--- src/rtl/mem_access_pkg.sv ---
// Shared types and helpers for the data-memory access unit.
package mem_access_pkg;

    typedef enum logic [1:0] {
        SIZE_BYTE    = 2'b00,
        SIZE_HALF    = 2'b01,
        SIZE_WORD    = 2'b10,
        SIZE_ILLEGAL = 2'b11
    } access_size_t;

    typedef enum logic [1:0] {
        IDLE  = 2'b00,
        BEAT0 = 2'b01,
        BEAT1 = 2'b10,
        RESP  = 2'b11
    } mem_state_t;

    // Byte-lane mask of an access starting at lane 0.
    function automatic logic [3:0] size_mask(input access_size_t size);
        case (size)
            SIZE_BYTE: return 4'b0001;
            SIZE_HALF: return 4'b0011;
            SIZE_WORD: return 4'b1111;
            default:   return 4'b0000;
        endcase
    endfunction

    // Number of bytes touched by an access; 0 for the illegal encoding.
    function automatic logic [2:0] size_bytes(input access_size_t size);
        case (size)
            SIZE_BYTE: return 3'd1;
            SIZE_HALF: return 3'd2;
            SIZE_WORD: return 3'd4;
            default:   return 3'd0;
        endcase
    endfunction

endpackage

--- src/rtl/load_align.sv ---
// Extracts and extends load data from a two-word read window.
module load_align
    import mem_access_pkg::*;
(
    input  logic [63:0]  window,
    input  logic [1:0]   off,
    input  access_size_t size,
    input  logic         is_unsigned,
    output logic [31:0]  data
);

    logic [31:0] shifted;

    assign shifted = 32'(window >> {off, 3'b000});

    // Truncate to the access size and sign/zero-extend.
    always_comb begin
        data = shifted;
        case (size)
            SIZE_BYTE: data = {{24{~is_unsigned & shifted[7]}}, shifted[7:0]};
            SIZE_HALF: data = {{16{~is_unsigned & shifted[15]}}, shifted[15:0]};
            default:   data = shifted;
        endcase
    end

endmodule

--- src/rtl/mem_access_unit.sv ---
// Load/store initiator for the word-organised data memory.
// Optional feature macro: MEM_ACCESS_MISALIGNED_SPLIT_EN (word-crossing
// accesses run as two beats; without it they fault at accept).
module mem_access_unit
    import mem_access_pkg::*;
#(
    parameter int unsigned ADRESS_SIZE       = 32,
    parameter int unsigned MEMORY_SIZE_WORDS = 1024
) (
    input  logic                   clk,
    input  logic                   reset_n,
    input  logic                   ReqValid,
    output logic                   ReqReady,
    input  logic                   ReqWrite,
    input  logic [1:0]             ReqSize,
    input  logic                   ReqUnsigned,
    input  logic [ADRESS_SIZE-1:0] ReqAddr,
    input  logic [31:0]            ReqWData,
    output logic                   RespValid,
    input  logic                   RespReady,
    output logic [31:0]            RespData,
    output logic                   RespFault,
    output logic                   MemEn,
    output logic                   WriteEnable,
    output logic [3:0]             ByteEn,
    output logic [ADRESS_SIZE-1:0] MemoryAdress,
    output logic [31:0]            InputData,
    input  logic [31:0]            MemData
);

    localparam int unsigned AW = ADRESS_SIZE;
    localparam logic [AW:0] MEM_BYTES = (AW + 1)'(4 * MEMORY_SIZE_WORDS);

    mem_state_t   state;
    logic [1:0]   off_q;
    access_size_t size_q;
    logic         unsigned_q;
    logic         write_q;

    access_size_t req_size;
    logic [1:0]   req_off;
    logic [2:0]   req_bytes;
    logic [AW:0]  req_last;
    logic         req_cross;
    logic         req_fault;
    logic [63:0]  window;
    logic [31:0]  load_data;

    assign req_size  = access_size_t'(ReqSize);
    assign req_off   = ReqAddr[1:0];
    assign req_bytes = size_bytes(req_size);
    assign req_last  = {1'b0, ReqAddr} + (AW + 1)'(req_bytes) - (AW + 1)'(1);
    assign req_cross = (3'(req_off) + req_bytes) > 3'd4;

`ifdef MEM_ACCESS_MISALIGNED_SPLIT_EN
    logic         cross_q;
    logic [3:0]   hi_be_q;
    logic [31:0]  hi_data_q;
    logic [31:0]  beat0_q;
    logic [7:0]   req_m8;
    logic [63:0]  req_lanes;

    assign req_m8    = 8'({4'b0000, size_mask(req_size)} << req_off);
    assign req_lanes = {32'h0, ReqWData} << {req_off, 3'b000};
    assign req_fault = (req_size == SIZE_ILLEGAL) || req_last[AW] || (req_last >= MEM_BYTES);
    assign window    = (state == BEAT1) ? {MemData, beat0_q} : {32'h0, MemData};
`else
    logic [3:0]   req_m8;
    logic [31:0]  req_lanes;

    assign req_m8    = size_mask(req_size) << req_off;
    assign req_lanes = ReqWData << {req_off, 3'b000};
    assign req_fault = (req_size == SIZE_ILLEGAL) || req_last[AW] || (req_last >= MEM_BYTES)
                       || req_cross;
    assign window    = {32'h0, MemData};
`endif

    load_align u_load_align (
        .window      (window),
        .off         (off_q),
        .size        (size_q),
        .is_unsigned (unsigned_q),
        .data        (load_data)
    );

    // Access FSM with registered memory-port and handshake outputs.
    always_ff @(posedge clk or negedge reset_n) begin
        if (!reset_n) begin
            state        <= IDLE;
            off_q        <= 2'b00;
            size_q       <= SIZE_BYTE;
            unsigned_q   <= 1'b0;
            write_q      <= 1'b0;
            ReqReady     <= 1'b0;
            RespValid    <= 1'b0;
            RespData     <= 32'h0;
            RespFault    <= 1'b0;
            MemEn        <= 1'b0;
            WriteEnable  <= 1'b0;
            ByteEn       <= 4'b0000;
            MemoryAdress <= '0;
            InputData    <= 32'h0;
`ifdef MEM_ACCESS_MISALIGNED_SPLIT_EN
            cross_q      <= 1'b0;
            hi_be_q      <= 4'b0000;
            hi_data_q    <= 32'h0;
            beat0_q      <= 32'h0;
`endif
        end else begin
            case (state)
                IDLE: begin
                    ReqReady <= 1'b1;
                    if (ReqValid && ReqReady) begin
                        ReqReady   <= 1'b0;
                        off_q      <= req_off;
                        size_q     <= req_size;
                        unsigned_q <= ReqUnsigned;
                        write_q    <= ReqWrite;
`ifdef MEM_ACCESS_MISALIGNED_SPLIT_EN
                        cross_q    <= req_cross;
                        hi_be_q    <= req_m8[7:4];
                        hi_data_q  <= req_lanes[63:32];
`endif
                        if (req_fault) begin
                            state     <= RESP;
                            RespValid <= 1'b1;
                            RespFault <= 1'b1;
                            RespData  <= 32'h0;
                        end else begin
                            state        <= BEAT0;
                            MemEn        <= 1'b1;
                            WriteEnable  <= ReqWrite;
                            MemoryAdress <= {ReqAddr[AW-1:2], 2'b00};
                            ByteEn       <= req_m8[3:0];
                            InputData    <= req_lanes[31:0];
                        end
                    end
                end
                BEAT0: begin
`ifdef MEM_ACCESS_MISALIGNED_SPLIT_EN
                    if (cross_q) begin
                        state        <= BEAT1;
                        beat0_q      <= MemData;
                        MemoryAdress <= MemoryAdress + AW'(4);
                        ByteEn       <= hi_be_q;
                        InputData    <= hi_data_q;
                    end else
`endif
                    begin
                        state        <= RESP;
                        MemEn        <= 1'b0;
                        WriteEnable  <= 1'b0;
                        ByteEn       <= 4'b0000;
                        MemoryAdress <= '0;
                        InputData    <= 32'h0;
                        RespValid    <= 1'b1;
                        RespFault    <= 1'b0;
                        RespData     <= write_q ? 32'h0 : load_data;
                    end
                end
`ifdef MEM_ACCESS_MISALIGNED_SPLIT_EN
                BEAT1: begin
                    state        <= RESP;
                    MemEn        <= 1'b0;
                    WriteEnable  <= 1'b0;
                    ByteEn       <= 4'b0000;
                    MemoryAdress <= '0;
                    InputData    <= 32'h0;
                    RespValid    <= 1'b1;
                    RespFault    <= 1'b0;
                    RespData     <= write_q ? 32'h0 : load_data;
                end
`endif
                RESP: begin
                    if (RespReady) begin
                        state     <= IDLE;
                        RespValid <= 1'b0;
                        RespData  <= 32'h0;
                        RespFault <= 1'b0;
                        ReqReady  <= 1'b1;
                    end
                end
                default: begin
                    state        <= IDLE;
                    MemEn        <= 1'b0;
                    WriteEnable  <= 1'b0;
                    ByteEn       <= 4'b0000;
                    MemoryAdress <= '0;
                    InputData    <= 32'h0;
                end
            endcase
        end
    end

endmodule

--- config.mk ---
export PLATFORM = sky130hd
export DESIGN_NAME = mem_access_unit
export DESIGN_NICKNAME = d
export VERILOG_FILES = /design/src/rtl/mem_access_pkg.sv /design/src/rtl/load_align.sv /design/src/rtl/mem_access_unit.sv
export SDC_FILE = /design/constraint.sdc
export NUM_CORES = 1
export LEC_CHECK = 0
export CORE_ASPECT_RATIO = 0.6
export CORE_MARGIN = 2
export CORE_UTILIZATION = 45
export DETAILED_ROUTE_END_ITERATION = 10
export GPL_ROUTABILITY_DRIVEN = 0
export PLACE_DENSITY = 0.76
export SYNTH_ARGS = -nofsm -noshare
export SYNTH_HDL_FRONTEND = slang
export SYNTH_SLANG_ARGS = --single-unit
--- constraint.sdc ---
create_clock -name clk -period 5.6 [get_ports clk]
set_input_delay 0.84 -clock clk [delete_from_list [all_inputs] [get_ports clk]]
set_output_delay 0.84 -clock clk [all_outputs]
set_load 0.01 [all_outputs]
==> metrics.txt <==
endpoints failing hold 0; global route total overflow 0; required time worst endpoint a little under 6 ns; n_diodes 0; Initial Utilization 46.4%; Slew @ Worst Pin 1.13 ns; largest family of logic cells by synthesized area compound AO/OA/AOI/OAI gates; FF-to-FF setup slack 2.49 ns; RSZ-0062 raised after global routing false; worst skew pair latency 0.36 ns; H-tree depth 3; Max IR drop VDD 0.000260 V; Die ar. roughly 0.018 mm2; average cell area after synthesis 9.10 um2; min Tclk post-route 5.12 ns; final worst setup slack 0.478 ns; clock-pin slew on the worst setup and hold paths 0.08 ns; final antenna-violating net count 0; synth top area cells dfrtp_1, a22o_1, ha_1, mux2i_1, a21oi_1; Worst Hold Margin a little under 0.5 ns; Vias 7,063; FFs w/ async S/R, synth 100%; post-CTS resize count 0; ys flop type dfrtp_1; Core Region 0.0164 mm2; total power 3.02 mW; post-synthesis adder-cell area fraction 6.94%; residual DRC count 0; met1 Use GR 36.6%; Post-CTS Repair Setup Buffers 0; I/O pin total 209; post-synthesis simple-gate area fraction 14.7%; layout cells sized above 1 6.00%; largest net degree at the start of global routing 68; First DRT Iteration DRCs 496; P_leak 4.52 nW; register area share after synthesis 36.5%; clock tree from TritonCTS yes; FMAX 195 MHz; met2 usage 34.3%; Detail Placement HPWL 16,500 um; final setup violation count 0; Compound-Gate Fraction of Synth Area 27.9%; EDFF count, synth 0; maxcap violations 0; Vias/cell 5.68; number of global-route vias before repair 6,377; Port Buffers just over 200; largest fanout on the critical path between 60 and 70; Yosys cell types 73; Synth area leader dfrtp_1; Worst setup SP type primary input; outcome finished clean; CTS buffer count 9; setup TNS 0 ns; wire per inst 17.5 um; clock skew 0.00653 ns; die width about 170 um; Slew Viols, Final 0; first-pass GRT wire length 34,000 um; hold crit path type reg2reg; post-route insts no fill 1,244; crit end category register; Layout area overhead 32.8%; DP Worst Slack 0.134 ns; nets@finish ~1,200; power per cell area 299 mW/mm2; Tot GR Track Use 23.6%; Post-Syn Instances 836; post-synthesis mux area share 6.69%; post-synthesis register bit count 111; critical path class in2reg; placed insts 1,228; CTS Hold Bufs 0; maximum clock insertion buffer count 2; clock sinks between 100 and 150; Top Usage Layer GRT met1; WL final 21,800 um; Core Rows 36; YS warnings 0; Slew headroom around a quarter; DIE HEIGHT 105 um; xor/xnor share of the synthesized area 0.921%; post-synth top area share between 30% and 40%; Critical Path AT 5.37 ns; initial antenna violation count 0; CTS root buf clkbuf_16; number of detailed-route iterations in the first pass 5; Mapped Area 0.00761 mm2; final worst-path cycle share 91.5%; grt met3 use between 4 and 5%
==> through the flow <==
step | instance area, um2 | util, %
after floorplan | 7610 | -
after global placement | 9800 | 59.7
after detailed placement | 9800 | 59.7
after CTS | 10100 | 61.6
after global routing | 10100 | 61.6
final | 10100 | 61.6
==> path summary, 6_finish.rpt <==
path	startpoint	endpoint	cells after the start
worst max-delay path	ReqSize[1]	InputData[20]	20
max in group asynchronous	reset_n	off_q[1]	2
min in group asynchronous	reset_n	MemoryAdress[23]	1
worst max register to register	off_q[1]	RespData[25]	8
worst min register to register	RespData[24]	RespData[24]	1
worst min-delay path	RespData[24]	RespData[24]	1
==> flip-flops by register name, summed over array words and instances (netlist names), 2 cells and up <==
register,flops
ByteEn,4
InputData,32
MemoryAdress,30
RespData,32
off_q,2
size_q,2
state,2
==> metal layers <==
layer / wire [um] / share of wire [%]
met1: 11000 / 50
met2: 9110 / 42
met3: 1580 / 7.2
met4: 180 / 0.82
met5: 0 / 0
==> power breakdown <==
group	internal [mW]	leakage (nW)	total, mW	switching [mW]
sequential	0.908	1.51	1.05	0.137
combinational	0.588	2.86	1.31	0.725
clock	0.322	0.151	0.660	0.338
total	1.82	4.52	3.02	1.20
==> worst max-delay path: stages <==
cell	delay, ns
clkdlybuf4s50_1	0.53
inv_1	0.08
ha_1	0.18
inv_1	0.09
ha_1	0.23
inv_1	0.06
ha_1	0.17
inv_1	0.06
fa_1	0.35
nand2b_1	0.14
a21oi_1	0.28
o21ai_2	0.18
a211oi_2	0.31
o31a_1	0.21
o2111ai_1	0.14
or4_1	0.60
nor4_4	0.31
o21ai_4	0.11
buf_12	0.22
a22o_1	0.27
==> Yosys cell counts (3+ instances only) <==
cell,number
dfrtp_1,111
nand2_1,79
a22o_1,67
a21oi_1,60
inv_1,55
nor2_1,45
ha_1,39
o21ai_0,38
mux2i_1,34
a21o_1,24
clkbuf_1,24
o21a_1,19
nor3_1,18
o2bb2ai_1,17
mux2_2,15
a211oi_1,14
and2_1,14
buf_2,13
nor2b_1,11
and3_1,8
nand4_1,8
o211ai_1,7
xnor2_1,7
buf_4,6
nand3_1,6
buf_6,5
nor4_1,5
o22ai_1,5
or2_2,5
or3_1,5
buf_1,4
o2111ai_1,4
o21ai_1,4
nand2b_1,3
nand3b_1,3
o21ai_2,3
o31a_1,3
or4_1,3
==> cell type report <==
type / count / area, um2
Clock buffer: 9 / 225
Inverter: 55 / 206
Timing Repair Buffer: 215 / 2160
Multi-Input combinational cell: 619 / 4370
Clock inverter: 7 / 83.8
Fill cell: 1426 / 6290
Tap cell: 228 / 285
Sequential cell: 111 / 2780
==> placed cells by master, fill, tap and decap left out, types with 15 or more instances in the layout <==
cell	n
clkdlybuf4s50_1	204
dfrtp_1	111
nand2_1	79
a22o_1	67
a21oi_1	60
inv_1	55
nor2_1	45
ha_1	39
o21ai_0	38
mux2i_1	34
a21o_1	24
o21a_1	19
nor3_1	18
o2bb2ai_1	17
mux2_2	15
==> kinds of logic (layout without fill, tap and decap cells) <==
logic type                 count (synthesis)  count (layout)
AOI/OAI and AO/OA                        294             294
xor gates and xnor gates                   8               8
adders and majority gates                 41              41
buffers and inverters                    107             286
DFF                                      111             111
muxes                                     49              49
other                                      1               2
and+or+nand+nor                          225             225
No activity file was read; power rests on OpenSTA's default activity.
